[src/rtl/rx_cmd_seq_pkg.sv]
// Shared definitions for the UART command sequencer: opcodes, FSM state
// encoding and the fixed register-file addresses of the ALU operands.
package rx_cmd_seq_pkg;

  localparam logic [7:0] OPC_WR  = 8'hAA;
  localparam logic [7:0] OPC_RD  = 8'hBB;
  localparam logic [7:0] OPC_ALU = 8'hCC;
  localparam logic [7:0] OPC_FUN = 8'hDD;

  localparam logic [3:0] ST_IDLE      = 4'd0;
  localparam logic [3:0] ST_WR_ADDR   = 4'd1;
  localparam logic [3:0] ST_WR_DATA   = 4'd2;
  localparam logic [3:0] ST_RD_ADDR   = 4'd3;
  localparam logic [3:0] ST_RD_ISSUE  = 4'd4;
  localparam logic [3:0] ST_OP_A      = 4'd5;
  localparam logic [3:0] ST_OP_B      = 4'd6;
  localparam logic [3:0] ST_FUN       = 4'd7;
  localparam logic [3:0] ST_ALU_ISSUE = 4'd8;
  localparam logic [3:0] ST_ALU_WAIT  = 4'd9;

  localparam int unsigned OPA_ADDR = 0;
  localparam int unsigned OPB_ADDR = 1;

  // States in which silence on the line is bounded by the timeout.
  function automatic logic is_timed_state(input logic [3:0] st);
    case (st)
      ST_WR_ADDR, ST_WR_DATA, ST_RD_ADDR, ST_OP_A,
      ST_OP_B, ST_FUN, ST_ALU_WAIT: is_timed_state = 1'b1;
      default:                      is_timed_state = 1'b0;
    endcase
  endfunction

endpackage

[src/rtl/rx_cmd_seq_sat_timer.sv]
// Saturating idle-cycle timer; o_tc marks the edge on which the count
// reaches LIMIT so the owner can act on that same edge.
module sat_timer #(
  parameter int LIMIT = 65535,
  parameter int CNT_W = $clog2(LIMIT + 1)
) (
  input  logic i_clk,
  input  logic i_rst,
  input  logic i_load,
  input  logic i_en,
  output logic o_tc
);

  logic [CNT_W-1:0] r_cnt;

  // Count enabled cycles from zero, holding at LIMIT
  always_ff @(posedge i_clk) begin
    if (i_rst) begin
      r_cnt <= '0;
    end else if (i_load) begin
      r_cnt <= '0;
    end else if (i_en && (r_cnt < CNT_W'(LIMIT))) begin
      r_cnt <= r_cnt + CNT_W'(1);
    end else begin
      r_cnt <= r_cnt;
    end
  end

  assign o_tc = i_en && (r_cnt == CNT_W'(LIMIT - 1));

endmodule

[src/rtl/rx_cmd_seq.sv]
// UART command sequencer: turns received frames into register-file writes,
// reads and ALU operations. Every output comes straight from a register.
module rx_cmd_seq
  import rx_cmd_seq_pkg::*;
#(
  parameter int width     = 8,
  parameter int addr_w    = 4,
  parameter int TO_CYCLES = 65535,
  parameter int GUARD_CYC = 3
) (
  input  logic              CLK,
  input  logic              Reset,
  input  logic [width-1:0]  Rx_Data,
  input  logic              Rx_Data_valid,
  input  logic              Busy,
  input  logic              ALU_out_valid,
  output logic              Wr_En,
  output logic              Rd_En,
  output logic [addr_w-1:0] Address,
  output logic [width-1:0]  WrData,
  output logic              ALU_EN,
  output logic [3:0]        ALU_FUN,
  output logic              Gate_EN,
  output logic              Cmd_Err
);

  localparam int GW = (GUARD_CYC < 1) ? 1 : $clog2(GUARD_CYC + 1);

  logic [3:0]        r_state, w_state;
  logic [addr_w-1:0] r_address, w_address;
  logic [width-1:0]  r_wrdata, w_wrdata;
  logic [3:0]        r_alu_fun, w_alu_fun;
  logic              r_gate_en, w_gate_en;
  logic              r_wr_en, w_wr_en, r_rd_en, w_rd_en;
  logic              r_alu_en, w_alu_en, r_cmd_err, w_cmd_err;
  logic [GW-1:0]     r_guard, w_guard;
  logic              w_accept, w_tc, w_can_issue, w_to_load, w_to_en;
  logic [7:0]        w_byte;

  assign w_byte      = Rx_Data[7:0];
  assign w_can_issue = !Busy && (r_guard == '0);
  assign w_to_en     = is_timed_state(r_state);
  assign w_to_load   = w_accept || (w_state != r_state);

  sat_timer #(.LIMIT(TO_CYCLES)) u_timeout (
    .i_clk  (CLK),
    .i_rst  (Reset),
    .i_load (w_to_load),
    .i_en   (w_to_en),
    .o_tc   (w_tc)
  );

  // Frame decode: next state and next register values
  always_comb begin
    w_state   = r_state;
    w_address = r_address;
    w_wrdata  = r_wrdata;
    w_alu_fun = r_alu_fun;
    w_gate_en = r_gate_en;
    w_wr_en   = 1'b0;
    w_rd_en   = 1'b0;
    w_alu_en  = 1'b0;
    w_cmd_err = 1'b0;
    w_accept  = 1'b0;
    case (r_state)
      ST_IDLE: begin
        if (Rx_Data_valid) begin
          w_accept = 1'b1;
          case (w_byte)
            OPC_WR:  w_state = ST_WR_ADDR;
            OPC_RD:  w_state = ST_RD_ADDR;
            OPC_ALU: w_state = ST_OP_A;
            OPC_FUN: w_state = ST_FUN;
            default: w_cmd_err = 1'b1;
          endcase
        end else begin
          w_state = ST_IDLE;
        end
      end
      ST_WR_ADDR, ST_WR_DATA, ST_RD_ADDR, ST_OP_A, ST_OP_B, ST_FUN: begin
        // A byte arriving on the expiry cycle still counts as in time.
        if (Rx_Data_valid) begin
          w_accept = 1'b1;
          case (r_state)
            ST_WR_ADDR: begin
              w_address = Rx_Data[addr_w-1:0];
              w_state   = ST_WR_DATA;
            end
            ST_RD_ADDR: begin
              w_address = Rx_Data[addr_w-1:0];
              w_state   = ST_RD_ISSUE;
            end
            ST_WR_DATA: begin
              w_wr_en  = 1'b1;
              w_wrdata = Rx_Data;
              w_state  = ST_IDLE;
            end
            ST_OP_A: begin
              w_wr_en   = 1'b1;
              w_address = addr_w'(OPA_ADDR);
              w_wrdata  = Rx_Data;
              w_state   = ST_OP_B;
            end
            ST_OP_B: begin
              w_wr_en   = 1'b1;
              w_address = addr_w'(OPB_ADDR);
              w_wrdata  = Rx_Data;
              w_state   = ST_FUN;
            end
            ST_FUN: begin
              w_alu_fun = Rx_Data[3:0];
              w_gate_en = 1'b1;
              w_state   = ST_ALU_ISSUE;
            end
            default: w_state = ST_IDLE;
          endcase
        end else if (w_tc) begin
          w_cmd_err = 1'b1;
          w_gate_en = 1'b0;
          w_state   = ST_IDLE;
        end else begin
          w_state = r_state;
        end
      end
      ST_RD_ISSUE, ST_ALU_ISSUE: begin
        w_cmd_err = Rx_Data_valid;
        if (w_can_issue) begin
          if (r_state == ST_RD_ISSUE) begin
            w_rd_en = 1'b1;
            w_state = ST_IDLE;
          end else begin
            w_alu_en = 1'b1;
            w_state  = ST_ALU_WAIT;
          end
        end else begin
          w_state = r_state;
        end
      end
      ST_ALU_WAIT: begin
        w_cmd_err = Rx_Data_valid;
        if (ALU_out_valid) begin
          w_gate_en = 1'b0;
          w_state   = ST_IDLE;
        end else if (w_tc) begin
          w_cmd_err = 1'b1;
          w_gate_en = 1'b0;
          w_state   = ST_IDLE;
        end else begin
          w_state = ST_ALU_WAIT;
        end
      end
      default: w_state = ST_IDLE;
    endcase
  end

  // Guard: reload on each issue so Busy has time to rise before the next one
  always_comb begin
    if (w_rd_en || w_alu_en) begin
      w_guard = GW'(GUARD_CYC);
    end else if (r_guard != '0) begin
      w_guard = r_guard - GW'(1);
    end else begin
      w_guard = '0;
    end
  end

  // State, guard and output registers
  always_ff @(posedge CLK) begin
    if (Reset) begin
      r_state   <= ST_IDLE;
      r_address <= '0;
      r_wrdata  <= '0;
      r_alu_fun <= 4'd0;
      r_gate_en <= 1'b0;
      r_wr_en   <= 1'b0;
      r_rd_en   <= 1'b0;
      r_alu_en  <= 1'b0;
      r_cmd_err <= 1'b0;
      r_guard   <= '0;
    end else begin
      r_state   <= w_state;
      r_address <= w_address;
      r_wrdata  <= w_wrdata;
      r_alu_fun <= w_alu_fun;
      r_gate_en <= w_gate_en;
      r_wr_en   <= w_wr_en;
      r_rd_en   <= w_rd_en;
      r_alu_en  <= w_alu_en;
      r_cmd_err <= w_cmd_err;
      r_guard   <= w_guard;
    end
  end

  assign Wr_En   = r_wr_en;
  assign Rd_En   = r_rd_en;
  assign Address = r_address;
  assign WrData  = r_wrdata;
  assign ALU_EN  = r_alu_en;
  assign ALU_FUN = r_alu_fun;
  assign Gate_EN = r_gate_en;
  assign Cmd_Err = r_cmd_err;

endmodule

[config.mk]
export PLATFORM = sky130hd
export DESIGN_NAME = rx_cmd_seq
export DESIGN_NICKNAME = d
export VERILOG_FILES = /design/src/rtl/rx_cmd_seq_pkg.sv /design/src/rtl/rx_cmd_seq_sat_timer.sv /design/src/rtl/rx_cmd_seq.sv
export SDC_FILE = /design/constraint.sdc
export NUM_CORES = 1
export LEC_CHECK = 0
export ABC_AREA = 0
export ABC_CLOCK_PERIOD_IN_PS = 1600
export CAP_MARGIN = 20
export CORE_MARGIN = 4
export CORE_UTILIZATION = 49
export DETAILED_ROUTE_END_ITERATION = 8
export PLACE_DENSITY = 0.76
export SYNTH_ARGS = -nofsm -noshare
export SYNTH_HDL_FRONTEND = slang
export SYNTH_SLANG_ARGS = --single-unit
export TNS_END_PERCENT = 50
[constraint.sdc]
create_clock -name CLK -period 1.6 [get_ports CLK]
set_input_delay 0.32 -clock CLK [delete_from_list [all_inputs] [get_ports CLK]]
set_output_delay 0.32 -clock CLK [all_outputs]
set_load 0.03 [all_outputs]
==> out/results.ini, run 1 <==
[placed_design]
place_area_um2 = 3320
io_buffers = 33
place_congestion = 0.935
place_inst = 421
hpwl_mm = 4.92

[worst_setup_path]
cpPeakStageDelay_ns = 0.40
worstSetupPathType = flop to flop
crit_family = simple AND/OR/NAND/NOR gates
critical_path_required_ns = 1.79
critical_path.max_fanout = 8
ff2ff_path_depth = 7
slowest_stage = nor4b_4
critPathCaptureType = flop
path_buf_inv = 2
crit_chain = nand4_4, nor4b_4, buf_4, nand3_4, o2111ai_4, buf_16, nor4_4
cp-start-kind = flop
r2r-start = u_timeout.r_cnt[5]$_SDFFE_PP0P_
path_depth = 7
cp.arrival_ns = 2.02
startpoint = u_timeout.r_cnt[5]$_SDFFE_PP0P_

[yosys]
synth_commonest_cells = 43 x dfxtp_1, 25 x nor2_1, 18 x nand2_1, 18 x xnor2_1, 14 x a21oi_1
synthDistinctLibCells = 53
synth-simple-area-share_pct = 34.1
synth.net_count = 277
ys_warn_count = 0
synth_edf_count = 0
synth_flop_cell = dfxtp_1
synthAdderAreaFrac_pct = 1.05
synth_top_family_by_area = simple AND/OR/NAND/NOR gates
synthXorXnorAreaFrac_pct = 6.61
yosysTopAreaCell = dfxtp_1
synth_cells = 262
syn-cell-area_um2 = 2380
synth-seq-area-share_pct = 36.1
yosys.area.top_type_share_pct = 36.1
synth_area_leaders = dfxtp_1 36%, xnor2_1 6.6%, nor4_2 5.8%
synth-seq-cells = 43
yosysMostFrequentCell = dfxtp_1
avgSynthCellArea_um2 = 9.10
synthMuxAreaShare_pct = 5.46
synth_compound_area_share_pct = 12.1
synthArstFlopShare_pct = 0

[sta]
setup_ws_ns = -0.226
timing.slew.headroom_pct = 75.8
hold_viol = 0
fin_crit_sh_pct = 114
period_needed_ns = 1.83
setup_tns_ns = -3.42
slew_violations = 0
finClkSkew_ns = 0.00647
tightest_slew_ns = 0.359
fmax_ghz = 0.548
finalSetupViolCount = 17
rsz0062_at_grt = true

[detailed_routing]
wl_mm = 7.52
avgRoutedWirePerCell_um = 17.3
drc = 0
drtIter0Drc = 205
ant_nets = 0
vias = 2494
first_pass_iters = 4
via_per_inst = 5.75

[floorplan]
initial_core_util_pct = 50.5
dieArea_um2 = 6040
io_pins = 34
die_y_um = 77.7
core-area_um2 = 4720
rows = 25
die_x_um = 77.7

[global_routing]
grt_pass1_vias = 2627
track_usage_pct = 26.2
grt_remaining_overflow = 0
grt_pass1_wl_mm = 12.7
grt_max_degree = 24
antenna_found_initial = 0

[layout]
area_growth_syn_to_layout_pct = 55.0
layout-drive-gt1-share_pct = 40.1
fin_nets = 381
multi_input_area_um2 = 1610
final_area_um2 = 3690
register_area_um2 = 885
num-fill-cells = 300
diodes = 0
final_cell_count_no_fill = 434

[clock_tree]
htree_levels = 2
clk_latency_ns = 0.30
ctsHoldBuffers = 0
cts_buffers = 5
ctsRootBufferMaster = clkbuf_8
clockBufferDepth = 2
clkSinkCount = 43
cts_tree = done
cts.clk_slew.worst_paths_ns = 0.09

[flow_run]
maxCapViolCount = 0

[pwr]
total_power_mw = 2.29
p_leak_nw = 1.48
peakVddDrop_v = 0.000479
p_per_area_nw_per_um2 = 619

[status]
status = finished with violations
violations = setup timing

[worst_hold_path]
hp-class = primary input to flop
hp-start = Rx_Data[6]
min_path_cells = 3

## path summary, 6_finish.rpt
path	to	slack, ns
worst min-delay path	WrData[6]$_SDFFE_PP0P_	0.47
worst max register to register	u_timeout.r_cnt[14]$_SDFFE_PP0P_	-0.23
worst min register to register	Address[1]$_SDFFE_PP0P_	0.47
worst max-delay path	u_timeout.r_cnt[14]$_SDFFE_PP0P_	-0.23
## placed cells by master (no fill, tap or decap), drive strengths merged, types with 2 or more instances in the layout
cell	synthesis	layout
dlygate4sd2	0	27
o211ai	2	2
a31oi	2	2
and2	2	2
buf	8	76
or4bb	2	2
a211oi	3	3
nand2	18	18
and3	3	3
inv	8	9
mux2i	13	13
clkdlybuf4s50	0	5
a32oi	3	3
nor3	10	10
nand2b	3	3
clkbuf	4	5
ha	2	2
nor4	25	25
nand4	8	8
bufinv	0	2
o21ai	9	9
and4	2	2
dfxtp	43	43
nor2b	3	3
xnor2	18	18
nor2	27	27
o22ai	3	3
a21oi	15	15
or3	2	2
nand3	11	11
## flip-flops by register name, summed over array words and instances (netlist names)
name,count
r_state,4
r_guard,2
Gate_EN,1
u_timeout.r_cnt,16
ALU_EN,1
Cmd_Err,1
Address,4
Wr_En,1
ALU_FUN,4
WrData,8
Rd_En,1
## routing by layer
metal	GRT usage (%)	routed length [µm]	up-vias
li1	-	-	1175
met1	33.2	3180	1224
met2	44.7	3780	72
met3	4.87	405	23
met4	8.19	164	0
met5	0	0	-
## worst min-delay path, cell delays in order
cell	delay [ns]
dlygate4sd2_1	0.24
mux2i_1	0.09
nor2_1	0.09
## where the power goes
group	total [mW]	internal, mW	leakage [nW]	switching (mW)
clock network	1.03	0.624	0.0687	0.405
registers	1.07	1.06	0.353	0.00137
logic	0.190	0.0920	1.06	0.0984
## cells by family after synthesis
kind of cell	after synthesis
mux	13
fa+ha+maj	2
buf+inv	20
compound gates	41
simple gates	125
flops	43
xor+xnor	18
## through the flow
step,setup WS (ns),util [%],hold slack (ns)
floorplan,-0.0310,-,0.399
global placement,-0.507,70.4,0.440
detailed placement,-0.565,70.4,0.446
CTS,-0.161,77.0,0.452
global route,-0.335,78.2,0.485
finish,-0.226,78.2,0.466
## layout make-up
type / count / share of cell area [%]
Clock buffer: 5 / 1.86
Clock inverter: 3 / 1.80
Timing Repair Buffer: 109 / 25.7
Inverter: 8 / 0.813
Tap cell: 67 / 2.27
Multi-Input combinational cell: 199 / 43.6
Sequential cell: 43 / 23.9
## what timing repair did
item                                    CTS  global route
cloned                                    1             0
buffers inserted                          3             1
resized for setup                        56            11
pin swaps                                12             3
endpoints found under the setup margin   45            33
(Power assumes the default switching activity.)
==> run 2: changes to the inputs <==
Settings changed: CORE_UTILIZATION 49 to 57, DONT_BUFFER_PORTS set to 1, PLACE_DENSITY 0.76 to 0.75, REMOVE_ABC_BUFFERS set to 1.
==> out/results.ini, run 2 (synthesis gave the netlist of run 1 again) <==
[floorplan]
dieArea_um2 = 5280  ; was 6040 µm²
die_x_um = 72.7  ; was 77.7 µm
core-area_um2 = 4030  ; was 4720 µm²
initial_core_util_pct = 59.2  ; was 50.5%
rows = 23  ; was 25
io_pins = 34  ; unchanged
die_y_um = 72.7  ; was 77.7 µm

[pwr]
p_leak_nw = 1.20  ; was 1.48 nW
peakVddDrop_v = 0.000681  ; was 0.000479 V
power_frac_seq_pct = 56.7  ; was 46.7%
p_sw_uw = 469  ; was 505 µW
p_per_area_nw_per_um2 = 566  ; was 619 nW/µm²
power.internal_mw = 1.41  ; was 1.78 mW
switching_share_pct = 24.9  ; was 22.1%
pwr-share-clk_pct = 37.4  ; was 45.0%
p_comb_share_pct = 5.9  ; was 8.3%

[status]
violations = setup timing  ; unchanged
status = finished with violations  ; unchanged

[layout]
final_common_cell = buf_4  ; unchanged
layout-drive-gt1-share_pct = 44.0  ; was 40.1%
largest_register_ff_count = 16  ; unchanged
final_core_util_pct = 82.6  ; was 78.2%
fin_nets = 339  ; was 381
largest_register = u_timeout.r_cnt  ; unchanged
diodes = 0  ; unchanged
final_cell_count_no_fill = 375  ; was 434
layout_common_cells = 58 x buf_4, 30 x dfxtp_1, 25 x nor2_1, 16 x xnor2_1, 16 x nand2_1  ; was 68 x buf_4, 32 x dfxtp_1, 27 x dlygate4sd2_1, 24 x nor2_1, 21 x nor4_2
area_growth_syn_to_layout_pct = 39.6  ; was 55.0%

[detailed_routing]
first_pass_iters = 5  ; was 4
drtIter0Drc = 229  ; was 205
vias = 2515  ; was 2,494
avgRoutedWirePerCell_um = 22.2  ; was 17.3 µm
wl_mm = 8.31  ; was 7.52 mm
ant_nets = 0  ; unchanged
drc = 0  ; unchanged
via_per_inst = 6.71  ; was 5.75

[clock_tree]
cts.clk_slew.worst_paths_ns = 0.09  ; about the same
ctsRootBufferMaster = clkbuf_8  ; unchanged
clockBufferDepth = 2  ; unchanged
cts_tree = done  ; unchanged
clkSinkCount = 43  ; unchanged
htree_levels = 2  ; unchanged
cts_buffers = 5  ; unchanged
clk_latency_ns = 0.30  ; about the same

[worst_setup_path]
startpoint = u_timeout.r_cnt[5]$_SDFFE_PP0P_  ; unchanged
critPathCaptureType = flop  ; unchanged
r2r-start = u_timeout.r_cnt[5]$_SDFFE_PP0P_  ; unchanged
cp-start-kind = flop  ; unchanged
critical_path.max_fanout = 8  ; unchanged
worstSetupPathType = flop to flop  ; unchanged
cp.arrival_ns = 1.96  ; was 2.02 ns
critical_path_required_ns = 1.77  ; was 1.79 ns

[sta]
timing.slew.headroom_pct = 70.5  ; was 75.8%
setup_tns_ns = -3.00  ; was -3.42 ns
finalSetupViolCount = 20  ; was 17
slew_violations = 0  ; unchanged
finClkSkew_ns = 0.00805  ; was 0.00647 ns
tightest_slew_ns = 0.441  ; was 0.359 ns
period_needed_ns = 1.79  ; was 1.83 ns
rsz0062_at_grt = true  ; unchanged
fmax_ghz = 0.559  ; was 0.548 GHz
setup_ws_ns = -0.189  ; was -0.226 ns
fin_crit_sh_pct = 112  ; was 114%
hold_viol = 0  ; unchanged

[placed_design]
hpwl_mm = 4.38  ; was 4.92 mm
place_inst = 351  ; was 421
place_congestion = 0.939  ; was 0.935
io_buffers = 0  ; was 33

[global_routing]
grt_max_degree = 25  ; was 24
grt_pass1_vias = 2451  ; was 2,627
antenna_found_initial = 0  ; unchanged
grt_remaining_overflow = 0  ; unchanged
grt_pass1_wl_mm = 11.6  ; was 12.7 mm
track_usage_pct = 28.2  ; was 26.2%

[worst_hold_path]
hp-class = primary input to flop  ; unchanged
hp-start = Reset  ; was Rx_Data[6]

[flow_run]
maxCapViolCount = 0  ; unchanged

==> run 2: changes by cell type in the layout (fill, tap and decap cells not counted), sizes merged, moves of 2 or more <==
cell           delta
buf              -11
bufinv            -2
clkdlybuf4s50     -5
clkinvlp          +2
dlygate4sd2      -27
==> run 2: area by class of cell <==
type / instances / area, µm²
clock buffers: 5 / 68.8
well taps: 50 / 62.6
multi-input cells: 200 / 1690
flip-flops and latches: 43 / 892
fillers: 216 / 701
repair buffers: 66 / 569
inverters: 8 / 30.0
clock inverters: 3 / 20.0
==> run 2: timing repair <==
item | CTS | global route
hold endpoints to repair | 0 | 0
gates resized for setup | 42 | 35
hold buffers | 0 | 0
setup buffers | 8 | 6
endpoints found under the setup margin | 28 | 37
gates cloned | 2 | 0
pin swaps | 13 | 19
==> run 2: path summary, 6_finish.rpt <==
| path | slack, ns | endpoint | cells after the start |
|---|---|---|---|
| max | -0.19 | u_timeout.r_cnt[0]$_SDFFE_PP0P_ | 6 |
| min | 0.08 | WrData[1]$_SDFFE_PP0P_ | 1 |
| max reg2reg | -0.19 | u_timeout.r_cnt[0]$_SDFFE_PP0P_ | 6 |
| min reg2reg | 0.54 | r_guard[0]$_SDFF_PP0_ | 2 |
==> run 2: stage by stage <==
step                hold slack (ns)  power (mW)  cell area (µm²)  setup WS [ns]
finish                       0.0766        1.88             3330         -0.189
global route                 0.0640        1.93             3330         -0.272
CTS                          0.0696        1.87             3140         -0.109
detailed placement            0.393        1.18             2780         -0.192
global placement              0.393        1.18             2780         -0.149
floorplan                     0.389        1.15             2300         -0.290
==> run 2: per-layer routing <==
layer  global-route usage, %  vias to the layer above  share of wire (%)
met1                    34.4                     1191                 37
met4                    11.5                        0                4.9
met2                    46.9                      182                 49
met3                    7.85                       48                9.7
met5                       0                        -                  0
li1                        -                     1094                  -
==> run 2: power groups by stage <==
stage,clock [mW],sequential [mW],combinational [mW]
floorplan,0,1.10,0.0486
global placement,0,1.10,0.0759
detailed placement,0,1.10,0.0777
CTS,0.704,1.07,0.0970
global route,0.746,1.07,0.115
finish,0.705,1.07,0.111
==> run 2: critical path, stage by stage, from the launching register on <==
cell,delay (ns)
dfxtp_4,0.38
nand4_4,0.16
nor4b_4,0.37
nand3_2,0.18
o2111ai_4,0.29
clkbuf_16,0.23
nor4_1,0.06
==> run 3: changes to the inputs <==
Settings changed: SETUP_SLACK_MARGIN set to 0.02.
==> out/results.ini, run 3 (synthesis gave the netlist of run 1 again) <==
[sta]
period_needed_ns = 1.83  ; was 1.79 ns
fin_crit_sh_pct = 115  ; was 112%
rsz0062_at_grt = true  ; unchanged
timing.slew.headroom_pct = 70.3  ; was 70.5%
tightest_slew_ns = 0.443  ; was 0.441 ns
fmax_ghz = 0.545  ; was 0.559 GHz
slew_violations = 0  ; unchanged
hold_viol = 0  ; unchanged
setup_ws_ns = -0.233  ; was -0.189 ns
finalSetupViolCount = 24  ; was 20
finClkSkew_ns = 0.0113  ; was 0.00805 ns

[global_routing]
grt_pass1_wl_mm = 11.6  ; about the same
grt_max_degree = 25  ; unchanged
track_usage_pct = 28.3  ; was 28.2%
antenna_found_initial = 0  ; unchanged
grt_pass1_vias = 2448  ; was 2,451
grt_remaining_overflow = 0  ; unchanged

[clock_tree]
cts_tree = done  ; unchanged
cts.clk_slew.worst_paths_ns = 0.09  ; about the same
htree_levels = 2  ; unchanged
cts_buffers = 5  ; unchanged
ctsHoldBuffers = 0  ; unchanged
clkSinkCount = 43  ; unchanged
clockBufferDepth = 2  ; unchanged
ctsRootBufferMaster = clkbuf_8  ; unchanged
clk_latency_ns = 0.31  ; was 0.30 ns

[floorplan]
dieArea_um2 = 5280  ; unchanged
die_y_um = 72.7  ; unchanged
core-area_um2 = 4030  ; unchanged
die_x_um = 72.7  ; unchanged
io_pins = 34  ; unchanged
initial_core_util_pct = 59.2  ; unchanged
rows = 23  ; unchanged

[layout]
final_core_util_pct = 83.0  ; was 82.6%
register_area_um2 = 892  ; unchanged
layout_common_cells = 58 x buf_4, 30 x dfxtp_1, 25 x nor2_1, 16 x xnor2_1, 16 x nand2_1  ; unchanged
layout-drive-gt1-share_pct = 43.9  ; was 44.0%
final_common_cell = buf_4  ; unchanged
num-fill-cells = 214  ; was 216
largest_register_ff_count = 16  ; unchanged
area_growth_syn_to_layout_pct = 40.4  ; was 39.6%
multi_input_area_um2 = 1680  ; was 1690 µm²
largest_register = u_timeout.r_cnt  ; unchanged
fin_nets = 340  ; was 339
diodes = 0  ; unchanged

[flow_run]
maxCapViolCount = 0  ; unchanged

[detailed_routing]
ant_nets = 0  ; unchanged
wl_mm = 8.87  ; was 8.31 mm
vias = 2659  ; was 2,515
avgRoutedWirePerCell_um = 23.6  ; was 22.2 µm
via_per_inst = 7.07  ; was 6.71
drc = 0  ; unchanged
drtIter0Drc = 396  ; was 229
first_pass_iters = 6  ; was 5

[worst_setup_path]
ff2ff_path_depth = 6  ; unchanged
critPathCaptureType = flop  ; unchanged
path_buf_inv = 1  ; unchanged
slowest_stage = dfxtp_4  ; unchanged
path_depth = 6  ; unchanged
cp.arrival_ns = 2.00  ; was 1.96 ns
cp-start-kind = flop  ; unchanged
r2r-start = r_state[1]$_SDFF_PP0_  ; was u_timeout.r_cnt[5]$_SDFFE_PP0P_
crit_chain = o21ai_4, nor4b_4, nand4_1, a21oi_4, buf_12, nor4_1  ; was nand4_4, nor4b_4, nand3_2, o2111ai_4, clkbuf_16, nor4_1
critical_path.max_fanout = 16  ; was 8
worstSetupPathType = flop to flop  ; unchanged
critical_path_required_ns = 1.77  ; about the same
startpoint = r_state[1]$_SDFF_PP0_  ; was u_timeout.r_cnt[5]$_SDFFE_PP0P_
crit_family = simple AND/OR/NAND/NOR gates  ; unchanged
cpPeakStageDelay_ns = 0.39  ; was 0.38 ns

[worst_hold_path]
hp-start = Reset  ; unchanged
hp-class = primary input to flop  ; unchanged
min_path_cells = 1  ; unchanged

[placed_design]
place_congestion = 0.939  ; unchanged
hpwl_mm = 4.38  ; unchanged
io_buffers = 0  ; unchanged

[pwr]
p_leak_nw = 1.20  ; about the same
peakVddDrop_v = 0.000633  ; was 0.000681 V
total_power_mw = 1.89  ; was 1.88 mW
p_per_area_nw_per_um2 = 564  ; was 566 nW/µm²

[status]
status = finished with violations  ; unchanged
violations = setup timing  ; unchanged

==> run 3: changes by cell type in the layout (fill, tap and decap cells not counted), sizes merged <==
cell,delta
buf,+1
==> run 3: through the flow <==
step / hold slack (ns) / setup TNS, ns / instances / setup WS (ns) / area, µm²
final: 0.0697 / -4.08 / 376 / -0.233 / 3350
after global placement: 0.393 / -2.87 / 351 / -0.149 / 2780
after global routing: 0.0547 / -5.27 / 376 / -0.342 / 3350
after floorplan: 0.389 / -4.56 / 250 / -0.290 / 2300
after detailed placement: 0.393 / -3.44 / 351 / -0.192 / 2780
after CTS: 0.0696 / -1.53 / 369 / -0.109 / 3140
==> run 3: cell type report <==
| cell class | count | area share [%] |
|---|---|---|
| multi-input combinational | 200 | 50.3 |
| sequential | 43 | 26.7 |
| timing repair buffer | 67 | 17.6 |
| clock buffer | 5 | 2.06 |
| tap | 50 | 1.87 |
| inverter | 8 | 0.898 |
| clock inverter | 3 | 0.598 |
==> run 3: path summary, 6_finish.rpt <==
path	to	slack (ns)
worst max register to register	u_timeout.r_cnt[2]$_SDFFE_PP0P_	-0.23
worst min-delay path	Address[3]$_SDFFE_PP0P_	0.07
worst max-delay path	u_timeout.r_cnt[2]$_SDFFE_PP0P_	-0.23
worst min register to register	r_guard[0]$_SDFF_PP0_	0.54
==> run 3: worst register-to-register path: cells and delay by family, from the launching register on <==
kind                   cells  cell delay, ns
buffers and inverters      1            0.20
DFF                        1            0.39
AOI/OAI and AO/OA          2            0.42
and+or+nand+nor            3            0.69
==> run 3: metal layers <==
layer | global-route usage [%] | up-vias | share of wire [%]
met2 | 46.9 | 233 | 47
met1 | 34.4 | 1257 | 36
met3 | 7.85 | 80 | 11
met5 | 0 | - | 0
li1 | - | 1089 | -
met4 | 11.5 | 0 | 6.1
==> run 3: power breakdown <==
group / switching, mW / internal (mW)
Sequential: 0.00597 / 1.06
Clock: 0.405 / 0.304
Combinational: 0.0629 / 0.0493
Total: 0.474 / 1.41
==> run 3: repair_timing <==
action | 4_1_cts | 5_1_grt
cloned | 2 | 0
setup buffers | 8 | 7
resized for setup | 42 | 34
pin swaps | 15 | 21
setup endpoints to repair | 32 | 38
